==> src/rtl/dma_arbiter.sv <==
// Four-requester round-robin DMA arbiter with one outstanding memory transfer.
// Optional burst lock (owner kept for up to 8 transfers) under DMA_ARB_BURST_LOCK_EN.
module dma_arbiter (
  input  logic        clk,
  input  logic        rst,
  input  logic [3:0]  req,
  input  logic [3:0]  rnw,
  input  logic [87:0] addr,
  input  logic [31:0] wd,
  output logic [3:0]  ack,
  output logic [3:0]  dend,
  output logic [7:0]  rd,
  output logic [1:0]  owner,
  output logic        busy,
  output logic        mem_req,
  output logic [21:0] mem_addr,
  output logic        mem_rnw,
  output logic [7:0]  mem_wd,
  input  logic        mem_ack,
  input  logic        mem_end,
  input  logic [7:0]  mem_rd
);

  typedef enum logic [1:0] {
    IDLE,
    ISSUE,
    WAIT
  } state_t;

  state_t      state_q;
  logic [1:0]  owner_q;
  logic        mem_req_q;
  logic [21:0] addr_q;
  logic        rnw_q;
  logic [7:0]  wd_q;
  logic [7:0]  rd_q;
  logic [3:0]  dend_q;

  logic [1:0]  rr_idx;
  logic        rr_hit;
  logic [1:0]  cand;
  logic [1:0]  win;

  // Search starts one past the last owner, so the last owner ranks lowest.
  always_comb begin
    rr_idx = owner_q;
    rr_hit = 1'b0;
    cand   = owner_q;
    for (int k = 1; k <= 4; k++) begin
      cand = owner_q + k[1:0];
      if (!rr_hit && req[cand]) begin
        rr_idx = cand;
        rr_hit = 1'b1;
      end
    end
  end

`ifdef DMA_ARB_BURST_LOCK_EN
  logic [2:0] bcnt_q;
  logic       lock;

  assign lock = req[owner_q] && (bcnt_q != 3'd7);
  assign win  = lock ? owner_q : rr_idx;

  always_ff @(posedge clk) begin
    if (rst) begin
      bcnt_q <= 3'd0;
    end else if (state_q == IDLE && |req) begin
      bcnt_q <= lock ? bcnt_q + 3'd1 : 3'd0;
    end
  end
`else
  assign win = rr_idx;
`endif

  always_ff @(posedge clk) begin
    if (rst) begin
      state_q   <= IDLE;
      owner_q   <= 2'd3;
      mem_req_q <= 1'b0;
      addr_q    <= 22'd0;
      rnw_q     <= 1'b1;
      wd_q      <= 8'd0;
      rd_q      <= 8'd0;
      dend_q    <= 4'd0;
    end else begin
      dend_q <= 4'd0;
      unique case (state_q)
        IDLE: begin
          if (|req) begin
            owner_q   <= win;
            addr_q    <= addr[22*win +: 22];
            rnw_q     <= rnw[win];
            wd_q      <= wd[8*win +: 8];
            mem_req_q <= 1'b1;
            state_q   <= ISSUE;
          end
        end
        ISSUE: begin
          if (mem_ack) begin
            mem_req_q <= 1'b0;
            if (mem_end) begin
              if (rnw_q) rd_q <= mem_rd;
              dend_q  <= 4'b0001 << owner_q;
              state_q <= IDLE;
            end else begin
              state_q <= WAIT;
            end
          end
        end
        WAIT: begin
          if (mem_end) begin
            if (rnw_q) rd_q <= mem_rd;
            dend_q  <= 4'b0001 << owner_q;
            state_q <= IDLE;
          end
        end
        default: state_q <= IDLE;
      endcase
    end
  end

  assign ack      = (state_q == ISSUE && mem_ack && !rst) ?
                    (4'b0001 << owner_q) : 4'd0;
  assign dend     = dend_q;
  assign rd       = rd_q;
  assign owner    = owner_q;
  assign busy     = (state_q != IDLE);
  assign mem_req  = mem_req_q;
  assign mem_addr = addr_q;
  assign mem_rnw  = rnw_q;
  assign mem_wd   = wd_q;

endmodule

==> config.mk <==
export PLATFORM = sky130hd
export DESIGN_NAME = dma_arbiter
export DESIGN_NICKNAME = d
export VERILOG_FILES = /design/src/rtl/dma_arbiter.sv
export SDC_FILE = /design/constraint.sdc
export NUM_CORES = 1
export LEC_CHECK = 0
export CAP_MARGIN = 20
export CORE_UTILIZATION = 40
export CTS_CLUSTER_SIZE = 8
export DETAILED_ROUTE_END_ITERATION = 7
export PLACE_DENSITY_LB_ADDON = 0.3
export SETUP_SLACK_MARGIN = 0.02
export SLEW_MARGIN = 30
export SYNTH_ARGS = -nofsm -noshare
export SYNTH_HDL_FRONTEND = slang
export SYNTH_SLANG_ARGS = --single-unit
==> constraint.sdc <==
create_clock -name clk -period 4.2 [get_ports clk]
set_input_delay 0.63 -clock clk [delete_from_list [all_inputs] [get_ports clk]]
set_output_delay 0.63 -clock clk [all_outputs]
set_load 0.05 [all_outputs]
; ---- Word-level counts from Yosys, hierarchy flattened
; Cells that the tools add are included.
[word_totals]
ff_bits = 48
input_bits = 140
out_inout_bits = 51
[classes]
addsub = 3
multipliers = 1
n_lt_le_gt_ge = 5
eq_ne = 5
shift = 3
muxes = 33
reduce_logical = 18
[ops]
columns = operator, n
row1 = indexed part select 88 x 8 -> 22 bit, 1
row2 = indexed part select 32 x 6 -> 8 bit, 1
row3 = 2-to-1 mux 8 bit, 3
row4 = 2-to-1 mux 2 bit, 8
row5 = case mux 8 bit (2 select lines), 1
row6 = "less-than comparator 2 x 3 -> 1 bit, second input constant", 5
row7 = 2-to-1 mux 4 bit, 3
row8 = binary-select mux 1 bit (select 2 bit), 5
row9 = 2-to-1 mux 1 bit, 10
row10 = case mux 4 bit (2 select lines), 1
row11 = "multiplier 4 x 2 -> 6 bit, first input constant", 1
row12 = "inequality test 2 bit, second input constant", 3
row13 = case mux 2 bit (3 select lines), 1
row14 = AND reduction 3 bit, 2
row15 = nonzero test 2 bit, 3
row16 = logical AND 1 bit, 5
row17 = "adder 2 bit, second input constant", 2
row18 = zero test 1 bit, 4
row19 = AND reduction 2 bit, 2
row20 = OR reduction 4 bit, 1
row21 = "<< shifter 1 x 2 -> 4 bit, first input constant", 1
row22 = "adder 2 x 1 -> 2 bit, second input constant", 1
row23 = "equality test 2 x 1 -> 1 bit, second input constant", 1
row24 = "equality test 2 bit, second input constant", 1
row25 = other kinds (2), 2

; ---- Logic depth before layout (Yosys ltp)
; Gate-level depths: netlist (run 1).
[depth]
word_depth = 15
depth_mapped = 13
ltp_nobuf = 8

; ---- Least setup slack after synthesis (run 1)
; Ideal clock, no wire load.
[synth_path]
path_type = flip-flop to flip-flop
start = register owner_q[0], in the netlist owner[0]
end = register addr_q[19], in the netlist mem_addr[19]
setup_time_ns = 0.138
t_arrival_ns = 3.020
t_required_ns = 4.062
path_slack_ns = 1.042
stages_incl_launch_ff = 13
path_buffers = 5
period_less_slack_ns = 3.158
cell_sequence = dfxtp_1 -> buf_2 -> inv_1 -> ha_1 -> buf_6 -> mux2_2 -> o221ai_1 -> a21bo_2 -> buf_6 -> buf_8 -> buf_6 -> a2111oi_0 -> a2111oi_1
[synth_via]
elab_chain_cells = 15
word_cells_on_any_way = 26
classes_between = 3 x add/sub / 1 x mul / 1 x shift / 15 x mux / 6 x reduce/logical
[synth_rtl]
columns = item, line_no
row1 = "start, declared", 31  ; logic [1:0] owner_q;
row2 = "start signal, assigned", 91  ; owner_q <= win;
row3 = adder 2 x 1 -> 2 bit, 50  ; cand = owner_q + k[1:0];
row4 = binary-select mux 1 bit (select 2 bit), 51  ; if (!rr_hit && req[cand]) begin
row5 = 2-to-1 mux 1 bit (implied by the code), 51
row6 = 2-to-1 mux 1 bit, 51
row7 = zero test 1 bit, 51
row8 = logical AND 1 bit, 51
row9 = 2-to-1 mux 1 bit, 51
row10 = zero test 1 bit, 51
row11 = logical AND 1 bit, 51
row12 = 2-to-1 mux 1 bit, 51
row13 = zero test 1 bit, 51
row14 = logical AND 1 bit, 51
row15 = 2-to-1 mux 2 bit (*), 51
row16 = multiplier 4 x 2 -> 6 bit (*), 92  ; addr_q <= addr[22*win +: 22];
row17 = indexed part select 88 x 8 -> 22 bit (*), 92
row18 = "end signal, assigned", 92
row19 = "end, declared", 33  ; logic [21:0] addr_q;
; Mark *: on every way between the ends. The rest lies on a longest branch, timed or not. The select of a mux whose other input is x is not followed.
; A chain may end at the register's enable or synchronous reset.

; ---- Final worst setup path (run 1)
[layout_path]
start = register owner_q[0], in the netlist owner[0]
end = register addr_q[11], in the netlist mem_addr[11]
; The elaborated chain is that of the path after synthesis.

==> impl_metrics.tcl, run 1 <==
set metrics [dict create \
    area_growth_pct 64.7 \
    fin_ws_ns 0.611 \
    drive_above_1_share_pct 5.77 \
    die_y_um 89.3 \
    dpl_cell_area_um2 4930 \
    seq_power_share_pct 26.1 \
    overflow 0 \
    r2r-start "owner[0]" \
    crit_type "reg2reg" \
    clock_sinks 48 \
    synth_top_flop_cell "dfxtp_1" \
    grt_pass1_vias 3124 \
    wl_um 9380 \
    crit_fanout 43 \
    cts_tree "yes" \
    cts_made_buffers 5 \
    antenna_cells 0 \
    critPathLaunch "owner[0]" \
    path_clk_slew_ns 0.10 \
    cp-endpoint "mem_addr[11]" \
    hold_class "reg2reg" \
    cts-htree-levels 2 \
    p_sw_share_pct 47.6 \
    p_leak_nw 1.88 \
    peakVddDrop_v 0.000249 \
    comb_power_share_pct 62.4 \
    die_area_um2 7980 \
    drcViolationCount 0 \
    fin_skew_ns 0.00899 \
    hpwl_um 6860 \
    coreArea_um2 7330 \
    slowest_delay_ns 0.63 \
    grt_setup_unrepaired "false" \
    ctsHoldBuffers 0 \
    post_cts_resized 0 \
    cp-end-kind "flop" \
    postCtsSetupBuffers 0 \
    dr.pass1.iters 4 \
    p_clk_share_pct 11.5 \
    hold_ws_ns 0.509 \
    rows 31 \
    final_nets 650 \
    yosys_warnings 0 \
    max_freq_mhz 279 \
    power_switching_mw 1.18 \
    relSlewSlack_pct 56.8 \
    dp_slack_ns 0.643 \
    r2r_slack_ns 0.61 \
    rr_worst_depth 10 \
    cp-start-kind "flop" \
    vias 3227 \
    drv_slew 0 \
    post-place-cells 594 \
    cpMaxStageDelayCell "dfxtp_1" \
    synth.net_count 478 \
    grt_first_pass_wirelength_um 14500 \
    synth-seq-cells 48 \
    clock_latency_ns 0.30 \
    vias_per_cell 5.36 \
    grt_max_degree 46 \
    antenna_found_initial 0 \
    synth_area_um2 3050 \
    timing.rr.end "mem_addr[11]" \
    layout.cells.non_filler 602 \
    first_iter_violations 112 \
    synth_edf_count 0 \
    wire_per_inst_um 15.6 \
    seq_area_frac_synth_pct 31.5 \
    worstMarginPinSlew_ns 0.647 \
    status "finished clean" \
    io_buffers 190 \
    fin_area_um2 5020 \
    clk_path_buf_depth 2 \
    cap_violations 0 \
    setup_viol 0 \
    ys_types 45 \
    gp_congestion 0.778 \
    timing.final.crit_share_pct 85.5 \
    final_antenna_net_count 0 \
    syn_area_per_cell_um2 9.24 \
    worstPathCellList "inv_1 > ha_1 > mux2_2 > o22ai_1 > a21bo_4 > buf_12 > buf_4 > nor2b_1 > a2111oi_0 > a2111oi_1" \
    layout_min_cycle_time_ns 3.59 \
    start_util_pct 41.6 \
    required_ns 4.37 \
    die_w_um 89.3 \
    grt_usage_pct 23.4 \
    io_pins 191 \
    hold_viol 0 \
    cts-root-buf "clkbuf_8" \
    powerDensity_nw_per_um2 494 \
    arrival_ns 3.76 \
    fill_cells 570 \
    syn_inst 330 \
    ys_async_sr_fraction_pct 0 \
    intPower_mw 1.30 \
    finalSetupTns_ns 0 \
]
==> area by class of cell <==
class	instances	area (um^2)	area share, %
repair buffers	197	1960	39.0
multi-input cells	243	1860	37.1
flip-flops and latches	48	961	19.1
well taps	99	124	2.47
clock buffers	5	68.8	1.37
inverters	7	26.3	0.523
clock inverters	3	21.3	0.423
==> kinds of logic (layout without fill, tap and decap cells) <==
logic type / count (synthesis) / count (layout) / synth area share [%]
AND/OR/NAND/NOR: 105 / 105 / 17.4
AO/OA/AOI/OAI: 83 / 83 / 24.2
flip-flops: 48 / 48 / 31.5
multiplexers: 47 / 47 / 15.8
buffers and inverters: 39 / 212 / 7.87
adder cells (fa/ha/maj): 8 / 8 / 3.28
==> critical path, delay by kind of cell, from the launching register on <==
family          cells  cell delay (ns)
buf+inv             3             0.70
mux                 1             0.39
flops               1             0.63
simple gates        1             0.07
fa+ha+maj           1             0.52
compound gates      4             1.11
==> synthesized netlist by cell type (all sizes together), types with 3 or more instances <==
cell / n / area [um^2]
nor2: 49 / 184
and2b: 4 / 30.0
o21ai: 3 / 15.0
ha: 8 / 100
dfxtp: 48 / 961
nor2b: 27 / 169
inv: 7 / 26.3
mux2i: 42 / 420
nand2: 6 / 22.5
clkbuf: 16 / 61.3
buf: 16 / 153
mux2: 5 / 60.1
a21oi: 4 / 20.0
a2111oi: 60 / 572
and2: 9 / 58.8
==> power groups by stage <==
stage | logic, mW | clock network (mW) | registers (mW)
floorplan | 0.719 | 0 | 1.04
global placement | 1.54 | 0 | 0.652
detailed placement | 1.55 | 0 | 0.658
CTS | 1.56 | 0.296 | 0.648
global route | 1.65 | 0.312 | 0.664
finish | 1.55 | 0.284 | 0.648
==> registers in the layout, indices dropped and copies added (netlist names) <==
| name | count |
|---|---|
| dend | 4 |
| mem_addr | 22 |
| mem_req | 1 |
| mem_rnw | 1 |
| mem_wd | 8 |
| owner | 2 |
| rd | 8 |
| state_q | 2 |
==> cell usage in the layout, fill, tap and decap left out, types with 7 or more instances in the layout <==
cell / count
nor2b_1: 27
mux2i_1: 42
nor2_1: 48
inv_1: 7
a2111oi_0: 31
ha_1: 8
clkdlybuf4s50_1: 189
dfxtp_1: 48
and2_1: 8
a2111oi_1: 27
==> worst min path at each step <==
stage,depth (start not counted),slack [ns],startpoint,to
global route,2,0.53,mem_addr[17],mem_addr[17]
global placement,2,0.48,rd[2],rd[2]
finish,2,0.51,rd[3],rd[3]
detailed placement,2,0.49,rd[3],rd[3]
CTS,2,0.51,mem_wd[3],mem_wd[3]
floorplan,2,0.51,state_q[1],state_q[1]
==> stage by stage <==
step	utilization, %	power [mW]
finish	68.5	2.48
global route	68.5	2.63
CTS	68.5	2.51
detailed placement	67.3	2.21
global placement	67.3	2.19
floorplan	-	1.76
==> metal layers <==
layer	global-route usage [%]	part of all wire, %
met5	0	0
met4	7.65	1.8
met3	6.74	7.1
met2	41.3	52
met1	27.2	39
Note: power is estimated with default switching activity, not from simulation.
==> run 2, diff against run 1 <==
Settings changed: CORE_MARGIN set to 2.
==> impl_metrics.tcl, run 2 (synthesis results as in run 1) <==
set metrics [dict create \
    status "finished clean" \
    fin_skew_ns 0.00853 \
    cp-start-kind "flop" \
    worstMarginPinSlew_ns 0.957 \
    vias 3261 \
    grt_max_degree 49 \
    die_y_um 91.3 \
    rows 31 \
    powerDensity_nw_per_um2 512 \
    final_antenna_net_count 0 \
    hold_viol 0 \
    drcViolationCount 0 \
    clock_latency_ns 0.29 \
    hold_ws_ns 0.505 \
    first_iter_violations 77 \
    cap_violations 0 \
    io_buffers 190 \
    area_growth_pct 65.5 \
    hold_class "reg2reg" \
    layout_min_cycle_time_ns 3.69 \
    overflow 0 \
    grt_setup_unrepaired "false" \
    final_cell_mix "clkdlybuf4s50_1, nor2_1, dfxtp_1" \
    timing.final.crit_share_pct 87.9 \
    crit_fanout 48 \
    worstPathCellList "inv_1 > ha_1 > mux2_2 > o22ai_1 > a21bo_4 > buf_4 > nor2b_1 > a2111oi_0 > a2111oi_1" \
    arrival_ns 3.86 \
    cpMaxStageDelayCell "dfxtp_1" \
    crit_family "compound AO/OA/AOI/OAI gates" \
    setup_viol 0 \
    relSlewSlack_pct 36.2 \
    clk_path_buf_depth 2 \
    hpwl_um 7150 \
    postCtsSetupBuffers 0 \
    required_ns 4.36 \
    largest_register_ffs 22 \
    grt_first_pass_wirelength_um 15500 \
    cts-root-buf "clkbuf_8" \
    die_w_um 91.3 \
    crit_type "reg2reg" \
    finalSetupTns_ns 0 \
    coreArea_um2 7330 \
    cts_tree "yes" \
    cts-htree-levels 2 \
    post_cts_resized 0 \
    grt_usage_pct 22.4 \
    drive_above_1_share_pct 5.38 \
    max_freq_mhz 271 \
    vias_per_cell 5.43 \
    worst-path-buf-inv 2 \
    wl_um 9610 \
    dr.pass1.iters 4 \
    gp_congestion 0.834 \
    cts_made_buffers 5 \
    slowest_delay_ns 0.62 \
    start_util_pct 41.6 \
    clock_sinks 48 \
    p_leak_nw 1.90 \
    final_nets 649 \
    grt_pass1_vias 3340 \
    drv_slew 0 \
    antenna_cells 0 \
    peakVddDrop_v 0.000274 \
    r2r_slack_ns 0.51 \
    antenna_found_initial 0 \
    cp-end-kind "flop" \
    path_clk_slew_ns 0.10 \
    wire_per_inst_um 16.0 \
    io_pins 191 \
    final_common_cell "clkdlybuf4s50_1" \
    ctsHoldBuffers 0 \
    die_area_um2 8340 \
]
==> run 2: cell type report <==
class                   count  area (um^2)
multi-input cells         243         1860
fillers                   576         2280
repair buffers            196         1940
clock inverters             3         68.8
clock buffers               5         68.8
flip-flops and latches     48          961
well taps                  99          124
inverters                   7         26.3
==> run 2: tightest hold or removal path, cell delays in order (launching register included) <==
cell	delay, ns
dfxtp_1	0.32
nor2_1	0.09
a2111oi_0	0.06
==> run 2: final timing paths <==
check	startpoint	cells past startpoint	end
worst min register to register	mem_wd[3]	2	mem_wd[3]
worst max-delay path	owner[0]	9	mem_addr[8]
worst max register to register	owner[0]	9	mem_addr[8]
worst min-delay path	mem_wd[3]	2	mem_wd[3]
==> run 2: where the power goes <==
part / total (mW) / leakage, nW / switching, mW / internal [mW]
Clock: 0.402 / 0.0687 / 0.162 / 0.240
Combinational: 1.53 / 1.43 / 0.935 / 0.594
Sequential: 0.652 / 0.397 / 0.0793 / 0.573
==> run 2: routing by layer <==
| metal | GRT usage, % | vias up | wire [um] |
|---|---|---|---|
| met5 | 0 | - | 0 |
| met4 | 7.32 | 0 | 211 |
| met3 | 5.98 | 18 | 697 |
| met2 | 39.1 | 137 | 4780 |
| met1 | 26.6 | 1522 | 3920 |
| li1 | - | 1584 | - |
==> run 2: stage by stage <==
stage | instance area, um^2 | worst slack [ns] | total power [mW] | utilization, % | std cells
after floorplan | 3050 | 1.04 | 1.76 | - | 330
after global placement | 4910 | 0.829 | 2.17 | 67.0 | 593
after detailed placement | 4910 | 0.527 | 2.20 | 67.0 | 593
after CTS | 5050 | 0.504 | 2.61 | 68.9 | 601
after global routing | 5050 | 0.111 | 2.74 | 68.9 | 601
final | 5050 | 0.506 | 2.58 | 68.9 | 601
==> run 3, diff against run 2 <==
Settings changed: CTS_CLUSTER_DIAMETER set to 120.
==> results of run 3 <==
Same layout as run 2: the final DEF is identical, and so are final timing and power.
==> RTL change 1 (config.mk and constraints of run 3) <==
The option `DMA_ARB_BURST_LOCK_EN` is turned on by a define.
--- a/src/rtl/dma_arbiter.sv
+++ b/src/rtl/dma_arbiter.sv
@@ -1,4 +1,6 @@
 // Four-requester round-robin DMA arbiter with one outstanding memory transfer.
 // Optional burst lock (owner kept for up to 8 transfers) under DMA_ARB_BURST_LOCK_EN.
+`define DMA_ARB_BURST_LOCK_EN
+
 module dma_arbiter (
   input  logic        clk,
Function: changed (Yosys sat finds a counterexample within 4 cycles, from zero or initial values and one cycle with rst high).
==> RTL change 1 against run 3 <==
  * Utilization fell by 1.0 points
  * Power fell by 12%
  * Final area rose by 3.3%
  * Area after synthesis rose by 4.0%
  * Synthesized cell count fell by 3.6%
  * Routed wire length fell by 0.23%
  * Sequential cell count rose by 3
  * Global-route usage fell by 0.58 points
  * Setup slack improved by 550 ps
  * Largest cell class is now multi-input gates
  * Largest power group unchanged
==> RTL change 1: results (changes against run 3) <==
* Synth top cells by count: mux2i_1, dfxtp_1, o21ai_0, a221oi_2, nor2_1 (was nor2_1, dfxtp_1, mux2i_1, a2111oi_0)
* Syn_nets at 467 (was 478)
* Met2 Use GR at 40.58% (was 39.07%)
* Via count at 3,213 (was 3,261)
* Largest cells by area after synthesis: dfxtp_1, mux2i_1, a221oi_2 (was dfxtp_1, mux2i_1, a2111oi_0)
* Share of cells above drive strength 1 at 10.89% (was 5.378%)
* Top Family by Delay on Critical Path: flip-flops (was compound AO/OA/AOI/OAI gates)
* Largest net degree at the start of global routing at 37 (was 49)
* Dpl hpwl at 7498 µm (was 7146 µm)
* Final net count at 644 (was 649)
* Clock Skew at 12.15 ps (was 8.528 ps)
* Leak pwr at 2.066 nW (was 1.898 nW)
* Slew @ Worst Pin at 869.5 ps (was 956.9 ps)
* Slowest stage delay, CP at 780 ps (was 620 ps)
* Routed length on met3 at 689 µm (was 697 µm)
* Sequential share of power at 28.0% (was 25.3%)
* Placed cells at 590 (was 593)
* Sequential area share after synthesis at 32.18% (was 31.50%)
* Placed inst area at 5119 µm² (was 4911 µm²)
* Syn-to-layout area delta at 64.35% (was 65.50%)
* Cell Count, Final, Fillers Out at 598 (was 601)
* Routed wl met2 at 5081 µm (was 4775 µm)
* Worst-path fanout max at 32 (was 48)
* Met1 Usage GRT at 23.49% (was 26.56%)
* Status: finished, final reports clean (unchanged)
* Peak VDD IR at 222.0 µV (was 274.0 µV)
* Worst skew pair latency at 310 ps (was 290 ps)
* 1st-iter DRT viols at 76 (was 77)
* Sw Share at 45.39% (was 45.53%)
* DR WL/cell at 16.03 µm (was 15.99 µm)
* Final Wtd Congestion at 0.7912 (was 0.8336)
-- RTL change 1: worst paths after layout --
path | startpoint | end | slack (ps) | cells past startpoint
max | owner[0] | mem_addr[19] | 1060 | 9
min reg2reg | bcnt_q[2] | bcnt_q[2] | 480 | 2
min | bcnt_q[2] | bcnt_q[2] | 480 | 2
max reg2reg | owner[0] | mem_addr[19] | 1060 | 9
-- RTL change 1: layout make-up --
cell class	count	share of cell area (%)
flip-flops and latches	51	19.58
clock buffers	5	1.320
clock inverters	3	0.5278
well taps	102	2.447
repair buffers	197	37.48
inverters	9	0.6478
multi-input cells	231	38.00
-- RTL change 1: cell families (layout without fill, tap and decap cells) --
logic type,Yosys count,in the layout,share of synthesized area (%)
AOI/OAI and AO/OA,91,91,26.14
muxes,75,75,23.78
and+or+nand+nor,56,56,8.241
DFF,51,51,32.18
buffers and inverters,36,214,6.111
adders and majority gates,9,9,3.549
==> RTL change 2 (flow settings as in run 3) <==
Made on the original files. The 3 states of `state_t` get a one-hot encoding in 3 bits.
--- a/src/rtl/dma_arbiter.sv
+++ b/src/rtl/dma_arbiter.sv
@@ -22,8 +22,8 @@
 );
 
-  typedef enum logic [1:0] {
-    IDLE,
-    ISSUE,
-    WAIT
+  typedef enum logic [2:0] {
+    IDLE  = 3'b001,
+    ISSUE = 3'b010,
+    WAIT  = 3'b100
   } state_t;
 
Behaviour: same outputs for any inputs over 10 cycles, from zero or initial values and one cycle with rst high; not proved beyond that.
==> RTL change 2 against run 3 <==
  * Sequential share of layout area shrank 0.60 points
  * Final area grew 5.4%
  * Area after synthesis grew 7.8%
  * Setup slack gained 220 ps
  * Critical path type unchanged
  * Routed wire length grew 9.9%
  * Sequential cell count grew 1
  * Power grew 29%
  * Global-route usage shrank 0.26 points
==> RTL change 2: results (changes against run 3) <==
* Avg Inst Size Synth at 9.083 µm² (was 9.244 µm²)
* Sw Share at 48.87% (was 45.53%)
* Routed length on met3 at 683 µm (was 697 µm)
* Synth top area share at 29.83% (was 31.50%)
* Final Wtd Congestion at 0.7585 (was 0.8336)
* Largest net degree at the start of global routing at 35 (was 49)
* Worst-path fanout max at 19 (was 48)
* Sequential area share after synthesis at 29.83% (was 31.50%)
* Clock Skew at 5.166 ps (was 8.528 ps)
* Routed wl met2 at 5332 µm (was 4775 µm)
* M1 wire length at 4372 µm (was 3924 µm)
* Fill count at 690 (was 576)
* Yosys cell types at 48 (was 45)
* Final net count at 679 (was 649)
* Placement Setup Slack at 769.1 ps (was 527.2 ps)
* Peak VDD IR at 378.3 µV (was 274.0 µV)
* Crit path DAT at 3700 ps (was 3860 ps)
* Dpl hpwl at 7830 µm (was 7146 µm)
* GRT Util Overall at 22.13% (was 22.38%)
* Number of global-route vias before repair at 3,332 (was 3,340)
* Synth top cells by count: dfxtp_1, mux2i_1, nand3_1, nand2_1, o21ai_0 (was nor2_1, dfxtp_1, mux2i_1, a2111oi_0)
* Worst slew margin at 36.62% (was 36.20%)
* Largest cells by area after synthesis: dfxtp_1, mux2i_1, o211ai_2 (was dfxtp_1, mux2i_1, a2111oi_0)
* Core Area at 8093 µm² (was 7331 µm²)
* Status: finished, final reports clean (unchanged)
* Final WL at 10,560 µm (was 9609 µm)
* Leak pwr at 2.065 nW (was 1.898 nW)
* Syn_nets at 506 (was 478)
* 1st-iter DRT viols at 123 (was 77)
* Share of cells above drive strength 1 at 16.98% (was 5.378%)
* First-pass GRT wire length at 15,810 µm (was 15,460 µm)
-- RTL change 2: changes by cell type after synthesis, sizes merged, moves of 4 or more --
| cell | run 3 | this run |
|---|---|---|
| o211ai | 0 | 30 |
| a2111oi | 60 | 1 |
| nor2b | 27 | 0 |
| a21bo | 1 | 30 |
| nand2 | 6 | 36 |
| inv | 7 | 2 |
| ha | 8 | 4 |
| o21ai | 3 | 35 |
| nor2 | 49 | 9 |
| and3 | 0 | 4 |
| nand3 | 2 | 36 |
-- RTL change 2: area by class of cell --
cell class	instances	area share, %
Clock buffer	7	1.622
Multi-Input combinational cell	278	39.76
Inverter	2	0.1411
Clock inverter	1	0.5643
Tap cell	105	2.469
Timing Repair Buffer	199	37.01
Sequential cell	49	18.43
-- RTL change 2: worst max-delay path, delay by kind of cell, from the launching register on --
family / cells / cell delay [ps]
mux: 1 / 340
fa+ha+maj: 1 / 570
flops: 1 / 630
buf+inv: 2 / 610
compound gates: 3 / 500
simple gates: 2 / 750
-- RTL change 2: cells by family after synthesis --
kind of cell	Yosys count	synth area share, %
adder cells (fa/ha/maj)	4	1.522
buffers and inverters	35	6.240
AND/OR/NAND/NOR	116	18.46
flip-flops	49	29.83
AO/OA/AOI/OAI	115	30.75
multiplexers	43	13.20
-- RTL change 2: power groups by stage --
stage / clock network, mW / registers [mW] / logic, mW
finish: 0.364 / 0.733 / 2.25
global route: 0.384 / 0.755 / 2.39
CTS: 0.369 / 0.732 / 2.25
detailed placement: 0 / 0.740 / 2.24
global placement: 0 / 0.736 / 2.21
floorplan: 0 / 1.25 / 1.19
-- RTL change 2: routing by layer --
metal	global-route usage, %	vias to the layer above
li1	-	1671
met1	26.90	1635
met2	39.48	142
met3	4.629	15
met4	5.797	0
met5	0	-
-- RTL change 2: per-stage QoR --
step,area (µm²),util [%],power (mW)
after floorplan,3288,-,2.435
after global placement,5205,64.32,2.948
after detailed placement,5205,64.32,2.983
after CTS,5321,65.75,3.348
after global routing,5321,65.75,3.526
final,5321,65.75,3.343
-- RTL change 2: path summary, 6_finish.rpt --
| kind | startpoint | endpoint | slack, ps | depth (start not counted) |
|---|---|---|---|---|
| worst max register to register | owner[0] | mem_addr[11] | 730 | 9 |
| worst max-delay path | owner[0] | mem_addr[11] | 730 | 9 |
| worst min register to register | mem_addr[16] | mem_addr[16] | 480 | 2 |
| worst min-delay path | mem_addr[16] | mem_addr[16] | 480 | 2 |
